## src/rtl/huffman_gen.sv

```systemverilog
// huffman_gen: frame histogram over NSAMP gray-level samples, followed by a
// sequential Huffman code build (one node visited per SCAN cycle, one merge
// per MERGE cycle). Repeats frame after frame.
//
// Handshake: a sample transfers on a rising clk edge where
// gray_valid && gray_ready. gray_ready depends only on the state, never on
// gray_valid, and is high only while counting.
module huffman_gen #(
  parameter int NSYM  = 6,
  parameter int DW    = 8,
  parameter int NSAMP = 100,
  parameter int CW    = 8,
  parameter int HW    = 8
) (
  input  logic                 clk,
  input  logic                 reset,
  input  logic                 gray_valid,
  input  logic [DW-1:0]        gray_data,
  output logic                 gray_ready,
  output logic                 CNT_valid,
  output logic [NSYM*CW-1:0]   CNT,
  output logic                 code_valid,
  output logic [NSYM*HW-1:0]   HC,
  output logic [NSYM*HW-1:0]   M,
  output logic [2:0]           state_dbg
);

  localparam int WW = CW + 1;          // node weight width
  localparam int LW = 4;               // code length / alive count width
  localparam int IW = $clog2(NSYM);    // node index width

  typedef enum logic [2:0] {
    S_COUNT  = 3'd0,
    S_REPORT = 3'd1,
    S_INIT   = 3'd2,
    S_SCAN   = 3'd3,
    S_MERGE  = 3'd4,
    S_DONE   = 3'd5
  } state_t;

  state_t                     state_q, state_d;
  logic [CW-1:0]              sample_cnt_q, sample_cnt_d;
  logic [NSYM-1:0][CW-1:0]    cnt_q, cnt_d;
  logic [NSYM-1:0][WW-1:0]    w_q, w_d;
  logic [NSYM-1:0][NSYM-1:0]  set_q, set_d;
  logic [NSYM-1:0]            alive_q, alive_d;
  logic [NSYM-1:0][HW-1:0]    code_q, code_d;
  logic [NSYM-1:0][LW-1:0]    len_q, len_d;
  logic [LW-1:0]              alive_cnt_q, alive_cnt_d;
  logic [IW-1:0]              scan_idx_q, scan_idx_d;
  logic [IW-1:0]              a_idx_q, a_idx_d;
  logic [IW-1:0]              b_idx_q, b_idx_d;
  logic                       a_found_q, a_found_d;
  logic                       b_found_q, b_found_d;
  logic [NSYM-1:0][HW-1:0]    hc_q, hc_d;
  logic [NSYM-1:0][HW-1:0]    m_q, m_d;

  // operands picked out of the node arrays by the index registers
  logic [WW-1:0]              cand_w, a_w, b_w;
  logic [NSYM-1:0]            cand_s, a_s, b_s;
  logic                       cand_alive;
  logic [LW-1:0]              n_alive;

  // Lowest symbol index contained in a node's set (tie-break key).
  function automatic int low_idx(input logic [NSYM-1:0] s);
    int r;
    r = NSYM;
    for (int i = NSYM - 1; i >= 0; i--) begin
      if (s[i]) r = i;
    end
    return r;
  endfunction

  // Node x is "smaller" than node y: lower weight, ties broken by lower set index.
  function automatic logic node_less(input logic [WW-1:0] wx, input logic [NSYM-1:0] sx,
                                     input logic [WW-1:0] wy, input logic [NSYM-1:0] sy);
    return (wx < wy) || ((wx == wy) && (low_idx(sx) < low_idx(sy)));
  endfunction

  // Next-state, datapath and output decode.
  always_comb begin
    state_d      = state_q;
    sample_cnt_d = sample_cnt_q;
    cnt_d        = cnt_q;
    w_d          = w_q;
    set_d        = set_q;
    alive_d      = alive_q;
    code_d       = code_q;
    len_d        = len_q;
    alive_cnt_d  = alive_cnt_q;
    scan_idx_d   = scan_idx_q;
    a_idx_d      = a_idx_q;
    b_idx_d      = b_idx_q;
    a_found_d    = a_found_q;
    b_found_d    = b_found_q;
    hc_d         = hc_q;
    m_d          = m_q;
    gray_ready   = 1'b0;
    CNT_valid    = 1'b0;
    code_valid   = 1'b0;
    n_alive      = '0;
    cand_w       = '0;
    cand_s       = '0;
    cand_alive   = 1'b0;
    a_w          = '0;
    a_s          = '0;
    b_w          = '0;
    b_s          = '0;

    for (int k = 0; k < NSYM; k++) begin
      if (scan_idx_q == IW'(k)) begin
        cand_w     = w_q[k];
        cand_s     = set_q[k];
        cand_alive = alive_q[k];
      end
      if (a_idx_q == IW'(k)) begin
        a_w = w_q[k];
        a_s = set_q[k];
      end
      if (b_idx_q == IW'(k)) begin
        b_w = w_q[k];
        b_s = set_q[k];
      end
    end

    case (state_q)
      S_COUNT: begin
        gray_ready = 1'b1;
        if (gray_valid) begin
          sample_cnt_d = sample_cnt_q + CW'(1);
          // values outside 1..NSYM count toward the frame but land in no bin
          for (int k = 0; k < NSYM; k++) begin
            if ((gray_data == DW'(k + 1)) && (cnt_q[k] != '1)) begin
              cnt_d[k] = cnt_q[k] + CW'(1);
            end
          end
          if (sample_cnt_q == CW'(NSAMP - 1)) state_d = S_REPORT;
        end
      end

      S_REPORT: begin
        CNT_valid = 1'b1;
        state_d   = S_INIT;
      end

      S_INIT: begin
        for (int k = 0; k < NSYM; k++) begin
          w_d[k]     = {1'b0, cnt_q[k]};
          set_d[k]   = NSYM'(1) << k;
          alive_d[k] = (cnt_q[k] != '0);
          n_alive    = n_alive + {{(LW-1){1'b0}}, (cnt_q[k] != '0)};
        end
        code_d      = '0;
        len_d       = '0;
        alive_cnt_d = n_alive;
        scan_idx_d  = '0;
        a_found_d   = 1'b0;
        b_found_d   = 1'b0;
        state_d     = (n_alive <= LW'(1)) ? S_DONE : S_SCAN;
      end

      S_SCAN: begin
        if (cand_alive) begin
          if (!a_found_q || node_less(cand_w, cand_s, a_w, a_s)) begin
            b_idx_d   = a_idx_q;
            b_found_d = a_found_q;
            a_idx_d   = scan_idx_q;
            a_found_d = 1'b1;
          end else if (!b_found_q || node_less(cand_w, cand_s, b_w, b_s)) begin
            b_idx_d   = scan_idx_q;
            b_found_d = 1'b1;
          end
        end
        scan_idx_d = scan_idx_q + IW'(1);
        if (scan_idx_q == IW'(NSYM - 1)) begin
          scan_idx_d = '0;
          state_d    = S_MERGE;
        end
      end

      S_MERGE: begin
        // code bits were cleared in INIT, so only the '1' side needs writing
        for (int s = 0; s < NSYM; s++) begin
          if (a_s[s]) code_d[s] = code_q[s] | (HW'(1) << len_q[s]);
          if (a_s[s] || b_s[s]) len_d[s] = len_q[s] + LW'(1);
        end
        for (int k = 0; k < NSYM; k++) begin
          if (a_idx_q == IW'(k)) begin
            w_d[k]   = a_w + b_w;
            set_d[k] = a_s | b_s;
          end
          if (b_idx_q == IW'(k)) alive_d[k] = 1'b0;
        end
        alive_cnt_d = alive_cnt_q - LW'(1);
        scan_idx_d  = '0;
        a_found_d   = 1'b0;
        b_found_d   = 1'b0;
        state_d     = (alive_cnt_q > LW'(2)) ? S_SCAN : S_DONE;
      end

      S_DONE: begin
        code_valid   = 1'b1;
        cnt_d        = '0;
        sample_cnt_d = '0;
        state_d      = S_COUNT;
      end

      default: state_d = S_COUNT;
    endcase

    // HC/M are captured on the edge into DONE so they are already valid while
    // code_valid is high; a lone alive symbol has length 0 but gets mask 1.
    if ((state_d == S_DONE) && (state_q != S_DONE)) begin
      for (int k = 0; k < NSYM; k++) begin
        hc_d[k] = code_d[k];
        if (len_d[k] == '0) m_d[k] = (cnt_q[k] != '0) ? HW'(1) : '0;
        else                m_d[k] = (HW'(1) << len_d[k]) - HW'(1);
      end
    end
  end

  // State and datapath registers; asynchronous reset discards all work.
  always_ff @(posedge clk or negedge reset) begin
    if (!reset) begin
      state_q      <= S_COUNT;
      sample_cnt_q <= '0;
      cnt_q        <= '0;
      w_q          <= '0;
      set_q        <= '0;
      alive_q      <= '0;
      code_q       <= '0;
      len_q        <= '0;
      alive_cnt_q  <= '0;
      scan_idx_q   <= '0;
      a_idx_q      <= '0;
      b_idx_q      <= '0;
      a_found_q    <= 1'b0;
      b_found_q    <= 1'b0;
      hc_q         <= '0;
      m_q          <= '0;
    end else begin
      state_q      <= state_d;
      sample_cnt_q <= sample_cnt_d;
      cnt_q        <= cnt_d;
      w_q          <= w_d;
      set_q        <= set_d;
      alive_q      <= alive_d;
      code_q       <= code_d;
      len_q        <= len_d;
      alive_cnt_q  <= alive_cnt_d;
      scan_idx_q   <= scan_idx_d;
      a_idx_q      <= a_idx_d;
      b_idx_q      <= b_idx_d;
      a_found_q    <= a_found_d;
      b_found_q    <= b_found_d;
      hc_q         <= hc_d;
      m_q          <= m_d;
    end
  end

  assign CNT       = cnt_q;
  assign HC        = hc_q;
  assign M         = m_q;
  assign state_dbg = state_q;

endmodule

```

## config.mk

```make
export PLATFORM = sky130hd
export DESIGN_NAME = huffman_gen
export DESIGN_NICKNAME = d
export VERILOG_FILES = /design/src/rtl/huffman_gen.sv
export SDC_FILE = /design/constraint.sdc
export NUM_CORES = 1
export LEC_CHECK = 0
export CAP_MARGIN = 0
export CELL_PAD_IN_SITES_DETAIL_PLACEMENT = 1
export CELL_PAD_IN_SITES_GLOBAL_PLACEMENT = 1
export CORE_MARGIN = 2
export CORE_UTILIZATION = 49
export DETAILED_ROUTE_END_ITERATION = 8
export GPL_ROUTABILITY_DRIVEN = 0
export PLACE_DENSITY_LB_ADDON = 0.1
export SLEW_MARGIN = 5
export SYNTH_ARGS = -nofsm -noshare
export SYNTH_HDL_FRONTEND = slang
export SYNTH_SLANG_ARGS = --single-unit
```

## constraint.sdc

```tcl
create_clock -name clk -period 10.57 [get_ports clk]
set_clock_uncertainty 0.1 [all_clocks]
set_input_delay 2.114 -clock clk [delete_from_list [all_inputs] [get_ports clk]]
set_output_delay 2.114 -clock clk [all_outputs]
set_load 0.1 [all_outputs]
```

==> flow_summary.ini <==
[die]
num_rows = 72
die_area_sq_mm = 0.04041
ios = 161
die_h_um = 201.0
start_util_pct = 49.44
dieWidth_um = 201.0
coreArea_sq_mm = 0.03847

[timing]
fin_crit_ns = 6.112
max-slew-margin-rel_pct = 18.02
setup_slack_ns = 4.458
fin_setup_tns_ns = 0
rsz0062_at_grt = false
final_max_slew_viol_count = 0
setup_viol = 0
fin_crit_sh_pct = 57.82
hold_viol_final = 0
worst_slew_pin_slew_ns = 1.225
fmax_mhz = 163.6
fin_hold_ws_ns = 0.3728

[power]
p_sw_mw = 0.6268
powerDensity_mw_per_mm2 = 124.5
peakVddDrop_mv = 0.1073
swShare_pct = 22.59
p_int_mw = 2.148
pwr-share-seq_pct = 47.3
p_leak_nw = 9.857
p_clk_share_pct = 50.5
power.share.combinational_pct = 2.2

[synth]
synth_cells = 2054
synth.mux.area_fraction_pct = 6.664
synth_nets = 2156
synth_seq_cells = 338
synth_area_sq_mm = 0.01902
async_flop_share_pct = 100.0
synth_area_leaders = dfrtp_1 44%, nand2_1 7.4%, ha_1 5.7%
synth_cell_types = 96
synth-seq-area-share_pct = 44.47
synth_compound_area_share_pct = 18.18
synthFlopType = dfrtp_1
synth-warning-count = 0
synth_area_leader_cell = dfrtp_1
avgSynthCellArea_sq_um = 9.259
synth-xor-area-share_pct = 2.118
synthAdderAreaFrac_pct = 6.145
synth_top_family_by_area = compound AO/OA/AOI/OAI gates
synth-simple-area-share_pct = 17.95
synth_edf_count = 0
synth_top_area_share_pct = 44.47

[job]
drv_cap = 0

[clock_tree]
cts_buffers = 39
path_clk_slew_ns = 0.06
cts_tree = done
postCtsSetupBuffers = 0
h-tree-depth = 2
cts_buffer_depth = 3
root_buffer = clkbuf_16
ctsHoldBuffers = 0
clk_latency_ns = 0.57
cts.sinks = 338
cts_resized = 0

[placement]
post-place-cells = 2647
preCtsSetupSlack_ns = 5.067
port_buffers = 160
dpl.hpwl_um = 45060

[setup_path]
critPathRequiredTime_ns = 8.36
slowest_delay_ns = 1.25
critPathLaunchType = flip-flop
endpoint_kind = output pin
path_max_fanout = 56
path_cells = inv_1, or2_2, inv_1, buf_4, clkdlybuf4s50_1
crit_arrival_ns = 3.90
cp_slowest_cell = clkdlybuf4s50_1
cp_common_cell = inv_1
critPathKind = flip-flop to output pin

[global_route]
grt_antenna_before_repair = 0
grt_pass1_wl_um = 102800
grt_overflow = 0
grt_max_degree = 109
grtUsageTotal_pct = 32.56
grt_pass1_vias = 17350

[finish]
regArea_sq_mm = 0.008459
final_cells = 2717
final_common_cell = nand2_1
num_antenna_cells = 0
multiInputGateArea_sq_mm = 0.009729
drive_gt1_share_pct = 7.731
layout_common_cells = 371 x nand2_1, 337 x dfrtp_1, 179 x nor2_1
area_growth_pct = 17.20
nFillCells = 4311
final_core_util_pct = 57.95
fin_nets = 2272

[worst_hold_path]
hold_class = flip-flop to flip-flop

[routing]
antenna_left = 0
drc = 0
wl_per_cell_um = 24.07
routed_wl_um = 65390
routed_via_density = 6.152
drtIter0Drc = 1186
num_vias = 16720
drtPass1Iterations = 5

[status]
status = finished, final reports clean
-- per-layer routing --
metal	vias up	share of wire (%)	track usage (%)
met1	8441	44	45.20
met2	627	45	51.03
met4	0	3.3	11.53
met5	-	0	0
li1	7510	-	-
met3	138	6.9	6.347
-- state kept, by name (all words and copies together), names as in the netlist --
| register | cells |
|---|---|
| scan_idx_q | 3 |
| len_q | 24 |
| set_q | 36 |
| sample_cnt_q | 8 |
| CNT | 48 |
| alive_cnt_q | 4 |
| state_dbg | 3 |
| HC | 48 |
| alive_q | 6 |
| b_idx_q | 3 |
| a_found_q | 1 |
| a_idx_q | 3 |
| w_q | 54 |
| b_found_q | 1 |
| M | 48 |
| code_q | 48 |
-- layout make-up --
type	count	area share, %
inverters	94	1.583
clock buffers	53	4.934
multi-input cells	1512	43.65
well taps	518	2.908
flip-flops and latches	338	37.95
repair buffers	185	8.049
clock inverters	17	0.9262
-- critical path: cells and delay by family, from the launching register on --
family        cells  cell delay [ns]
simple gates      1             0.46
flops             1             0.75
buf+inv           4             2.10
-- power by group through the flow --
stage / clock network [mW] / logic [mW] / registers (mW)
floorplan: 0 / 0.0173 / 1.34
global placement: 0 / 0.0609 / 1.34
detailed placement: 0 / 0.0625 / 1.34
CTS: 1.43 / 0.0624 / 1.31
global route: 1.47 / 0.0691 / 1.31
finish: 1.40 / 0.0601 / 1.31
-- worst paths after layout --
check,cells after the start,start,to,slack [ns]
setup / recovery,5,state_dbg[0],code_valid,4.46
hold / removal,2,HC[20],HC[20],0.37
setup reg to reg,15,scan_idx_q[2],a_idx_q[0],5.32
hold reg to reg,2,HC[20],HC[20],0.37
max in group asynchronous,3,reset,code_q[43],6.71
min in group asynchronous,1,reset,w_q[17],1.41
-- synth_stat cells (all sizes together), types with 16 or more instances --
cell type  instances
nand2            373
dfrtp            338
nor2             182
o21ai            133
a21oi            103
inv               94
ha                87
mux2i             77
a22o              56
buf               56
clkbuf            54
nand3             49
a31oi             38
nor3              30
xor2              30
mux2              29
a22oi             18
and3              18
o31ai             18
nand4             17
nor4              17
xnor2             16
-- cells by family (layout without fill, tap and decap cells) --
| logic type | Yosys count | in the layout |
|---|---|---|
| flip-flops | 338 | 338 |
| multiplexers | 112 | 112 |
| AO/OA/AOI/OAI | 498 | 498 |
| buffers and inverters | 204 | 349 |
| adder cells (fa/ha/maj) | 91 | 91 |
| XOR/XNOR | 46 | 46 |
| AND/OR/NAND/NOR | 765 | 765 |
-- stage by stage --
step           area [sq um]  power (mW)
6_report              22290       2.774
5_1_grt               22290       2.851
4_1_cts               22290       2.799
3_5_place_dp          20980       1.398
3_3_place_gp          20980       1.396
2_1_floorplan         19020       1.356
(Power assumes the default switching activity.)
